File: src/rtl/pc_sequencer.sv
// Next-PC controller: selects sequential/redirect/exception/eret targets each cycle,
// owns the mult/div busy counter that stalls HI/LO consumers, and flags bad fetch addresses.
module pc_sequencer #(
    parameter logic [31:0] RESET_PC    = 32'h0000_3000,
    parameter logic [31:0] EXC_VECTOR  = 32'h0000_4180,
    parameter logic [31:0] IMEM_LO     = 32'h0000_3000,
    parameter logic [31:0] IMEM_HI     = 32'h0000_6ffc,
    parameter int unsigned MULT_CYCLES = 5,
    parameter int unsigned DIV_CYCLES  = 10
) (
    input  logic        clk,
    input  logic        reset,
    input  logic [31:0] pc,
    input  logic        br_taken,
    input  logic [31:0] br_target,
    input  logic        jmp,
    input  logic [31:0] jmp_target,
    input  logic        load_use,
    input  logic        md_start,
    input  logic        md_is_div,
    input  logic        md_use,
    input  logic        exc_req,
    input  logic        eret,
    input  logic [31:0] epc,
    output logic [31:0] newpc,
    output logic        shall,
    output logic        flush,
    output logic        md_busy,
    output logic        pc_adel
);

    localparam logic [3:0] MULT_N = 4'(MULT_CYCLES);
    localparam logic [3:0] DIV_N  = 4'(DIV_CYCLES);

    typedef enum logic {
        IDLE,
        MD_WAIT
    } state_e;

    state_e     state_q, state_d;
    logic [3:0] md_cnt_q, md_cnt_d;
    logic [31:0] pc_plus4;
    logic        stall_req;

    always_ff @(posedge clk) begin
        if (reset) begin
            state_q  <= IDLE;
            md_cnt_q <= 4'd0;
        end else begin
            state_q  <= state_d;
            md_cnt_q <= md_cnt_d;
        end
    end

    // Once started the mult/div is committed: flush/exceptions never touch the count.
    always_comb begin
        state_d  = state_q;
        md_cnt_d = md_cnt_q;
        case (state_q)
            IDLE: begin
                if (md_start) begin
                    md_cnt_d = md_is_div ? DIV_N : MULT_N;
                    state_d  = MD_WAIT;
                end
            end
            MD_WAIT: begin
                md_cnt_d = md_cnt_q - 4'd1;
                if (md_cnt_q == 4'd1) state_d = IDLE;
            end
            default: begin
                state_d  = IDLE;
                md_cnt_d = 4'd0;
            end
        endcase
    end

    assign md_busy   = (state_q == MD_WAIT);
    assign stall_req = load_use | (md_use & md_busy);
    assign pc_plus4  = pc + 32'd4;

    // Redirect priority; a stalled branch/jump stays in D and re-asserts later.
    always_comb begin
        newpc = pc_plus4;
        shall = 1'b0;
        flush = 1'b0;
        if (reset) begin
            newpc = RESET_PC;
            flush = 1'b1;
        end else if (exc_req) begin
            newpc = EXC_VECTOR;
            flush = 1'b1;
        end else if (eret) begin
            newpc = epc;
            flush = 1'b1;
        end else if (stall_req) begin
            shall = 1'b1;
        end else if (jmp) begin
            newpc = jmp_target;
        end else if (br_taken) begin
            newpc = br_target;
        end
    end

    assign pc_adel = (pc[1:0] != 2'b00) | (pc < IMEM_LO) | (pc > IMEM_HI);

endmodule

File: config.mk
export PLATFORM = sky130hd
export DESIGN_NAME = pc_sequencer
export DESIGN_NICKNAME = d
export VERILOG_FILES = /design/src/rtl/pc_sequencer.sv
export SDC_FILE = /design/constraint.sdc
export NUM_CORES = 1
export LEC_CHECK = 0
export ABC_AREA = 1
export CAP_MARGIN = 5
export CORE_MARGIN = 2
export CORE_UTILIZATION = 25
export DETAILED_ROUTE_END_ITERATION = 10
export PLACE_DENSITY = 0.61
export SYNTH_ARGS = -nofsm -noshare
export SYNTH_HDL_FRONTEND = slang
export SYNTH_SLANG_ARGS = --single-unit
File: constraint.sdc
create_clock -name clk -period 2.4 [get_ports clk]
set_clock_uncertainty 0.1 [all_clocks]
set_input_delay 0.6 -clock clk [delete_from_list [all_inputs] [get_ports clk]]
set_output_delay 0.6 -clock clk [all_outputs]
set_load 0.005 [all_outputs]
==> impl_metrics.env <==
export IMPL_num_vias=4762
export IMPL_post_dp_cell_area_um2=5280
export IMPL_end_kind="output pin"
export IMPL_tightest_slew_ns=0.316
export IMPL_setup_viol=27
export IMPL_relSlewSlack_pct=78.9
export IMPL_avgSynthCellArea_um2=5.13
export IMPL_core_um2=10700
export IMPL_finalNetCount=975
export IMPL_routed_wl_um=15700
export IMPL_clk_latency_ns=0.23
export IMPL_period_share_pct=112
export IMPL_met1Wirelength_um=6120
export IMPL_outcome="finished, violations left"
export IMPL_dieArea_um2=11700
export IMPL_synth_top_cell_area_share_pct=20.6
export IMPL_synth_area_top_cells="nand2_1 (21%), nor2_1 (10%), nand3_1 (8.9%)"
export IMPL_grt_pass1_wl_um=23000
export IMPL_ir_drop_v=0.000298
export IMPL_cts_tree="yes"
export IMPL_hp_class="flop to flop"
export IMPL_maxCapViolCount=0
export IMPL_synth_ff_type="dfxtp_1"
export IMPL_fmax_mhz=373
export IMPL_layout_drive_gt1_share_pct=50.7
export IMPL_dp_cells=914
export IMPL_worstPathMaxFanout=4
export IMPL_dieWidth_um=108
export IMPL_crit_type="primary input to output pin"
export IMPL_fin_util_pct=62.0
export IMPL_grt_usage_pct=24.9
export IMPL_ys_ff_latch=5
export IMPL_worst_endpoint_required_ns=1.70
export IMPL_antenna_left=0
export IMPL_cts_sinks=5
export IMPL_cp_start_kind="primary input"
export IMPL_area_growth_pct=145
export IMPL_syn_area_um2=2710
export IMPL_place_ws_ns=-1.06
export IMPL_die_h_um=108
export IMPL_hold_viol=0
export IMPL_finalInstanceArea_um2=6640
export IMPL_power_density_nw_per_um2=192
export IMPL_syn_num_nets=670
export IMPL_first_global_vias=4725
export IMPL_rows=38
export IMPL_routed_via_density=4.89
export IMPL_cts_max_level=1
export IMPL_layout_common_cells="clkdlybuf4s50_1 (98), buf_4 (98), nand2_1 (97)"
export IMPL_hpwl_um=11500
export IMPL_start_util_pct=25.3
export IMPL_violations="negative setup slack"
export IMPL_port_buffers=173
export IMPL_firstDrtPassIters=4
export IMPL_wl_met3_um=1030
export IMPL_async_flop_share_pct=0
export IMPL_power_w=0.00127
export IMPL_yosys_warnings=0
export IMPL_wl_met2_um=7870
export IMPL_arrival_ns=1.98
export IMPL_rsz0062_at_grt="yes"
export IMPL_gr_total_overflow=0
export IMPL_slew_viol_final=0
export IMPL_drc=0
export IMPL_worst_slack_ns=-0.279
export IMPL_leakagePower_nw=3.12
export IMPL_grt_max_degree=31
export IMPL_clock_path_buffers=2
export IMPL_antenna_found_initial=0
export IMPL_wl_per_cell_um=16.1
export IMPL_ios=174
export IMPL_cts_buffers_inserted=3
export IMPL_synth_enable_flop_cells=0
export IMPL_place_gp_congestion=0.915
export IMPL_path_clk_slew_ns=0.03
export IMPL_period_needed_ns=2.68
export IMPL_seq_area_frac_synth_pct=3.69
export IMPL_fin_cells=974
export IMPL_synth_cell_types=40
export IMPL_cts_root_buffer="clkbuf_8"
export IMPL_netlist_instances=529
export IMPL_highest_layer="met4"
export IMPL_synth_area_leader_cell="nand2_1"
export IMPL_drtIter0Drc=291
layout make-up:
| type | instances | area (um2) |
|---|---|---|
| repair buffers | 321 | 2980 |
| clock buffers | 4 | 45.0 |
| diodes | 1 | 2.50 |
| fillers | 934 | 4060 |
| multi-input cells | 444 | 3090 |
| inverters | 59 | 244 |
| flip-flops and latches | 5 | 100 |
| well taps | 140 | 175 |
worst max-delay path, stage by stage:
cell,delay [ns]
buf_8,0.08
ha_4,0.14
nand2_4,0.07
nor2_8,0.15
nand2_4,0.10
nor2_4,0.16
buf_6,0.12
nand2_2,0.04
nand2_2,0.08
nand3_2,0.07
nand2_2,0.07
nand2_2,0.05
a21oi_2,0.11
buf_2,0.12
layer usage:
layer	vias to the layer above	GRT usage [%]
met2	187	46.5
met5	-	0
met3	42	3.50
met1	2191	28.5
met4	0	9.52
li1	2342	-
power by group:
part | internal [W] | leakage, nW | switching [W]
Clock | 0.000114 | 0.0228 | 0.0000437
Sequential | 0.0000922 | 0.0416 | 0.00000808
Combinational | 0.000547 | 3.06 | 0.000468
cells by family (layout without fill, tap and decap cells):
family,after synthesis,in the layout,share of synthesized area (%)
AOI/OAI and AO/OA,111,111,24.8
xor gates and xnor gates,6,6,1.94
adders and majority gates,3,3,1.38
buffers and inverters,81,384,13.3
DFF,5,5,3.69
muxes,3,3,1.25
other,0,1,0
and+or+nand+nor,320,321,53.7
path summary, 6_finish.rpt:
check | startpoint | end | slack (ns) | depth (start not counted)
hold / removal | md_cnt_q[2] | md_cnt_q[2] | 0.41 | 2
hold reg to reg | md_cnt_q[2] | md_cnt_q[2] | 0.41 | 2
setup reg to reg | md_cnt_q[0] | md_cnt_q[2] | 1.12 | 5
setup / recovery | pc[2] | newpc[26] | -0.28 | 14
Yosys cell counts, types with 2 or more instances:
| library cell | number |
|---|---|
| a21oi_1 | 39 |
| a21oi_2 | 8 |
| a22o_1 | 2 |
| a31oi_1 | 7 |
| buf_2 | 6 |
| buf_4 | 2 |
| clkbuf_1 | 9 |
| clkbuf_8 | 3 |
| dfxtp_1 | 5 |
| ha_1 | 3 |
| inv_1 | 55 |
| inv_2 | 3 |
| mux2_2 | 3 |
| nand2_1 | 149 |
| nand2_2 | 17 |
| nand3_1 | 48 |
| nand4_1 | 3 |
| nor2_1 | 72 |
| nor2_2 | 17 |
| nor2_4 | 8 |
| nor2_8 | 2 |
| nor4_1 | 3 |
| o211ai_1 | 7 |
| o21ai_0 | 31 |
| o21ai_1 | 5 |
| o221a_2 | 3 |
| o22ai_1 | 2 |
| xnor2_1 | 2 |
| xor2_1 | 4 |
flip-flops by register name, summed over array words and instances, names as in the netlist:
signal,cells
md_busy,1
md_cnt_q,4
stage by stage:
step / hold WS [ns] / setup TNS [ns]
2_1_floorplan: 0.366 / 0
3_3_place_gp: 0.391 / -31.76
3_5_place_dp: 0.405 / -31.86
4_1_cts: 0.411 / -2.71
5_1_grt: 0.442 / -5.29
6_report: 0.411 / -3.14
timing repair:
| action | 4_1_cts | 5_1_grt |
|---|---|---|
| buffers inserted | 45 | 12 |
| setup endpoints to repair | 35 | 34 |
| pin swaps | 114 | 79 |
| hold buffers | 0 | 0 |
| resized for setup | 511 | 86 |
| gates cloned | 1 | 0 |
Note: power is estimated with default switching activity, not from simulation.
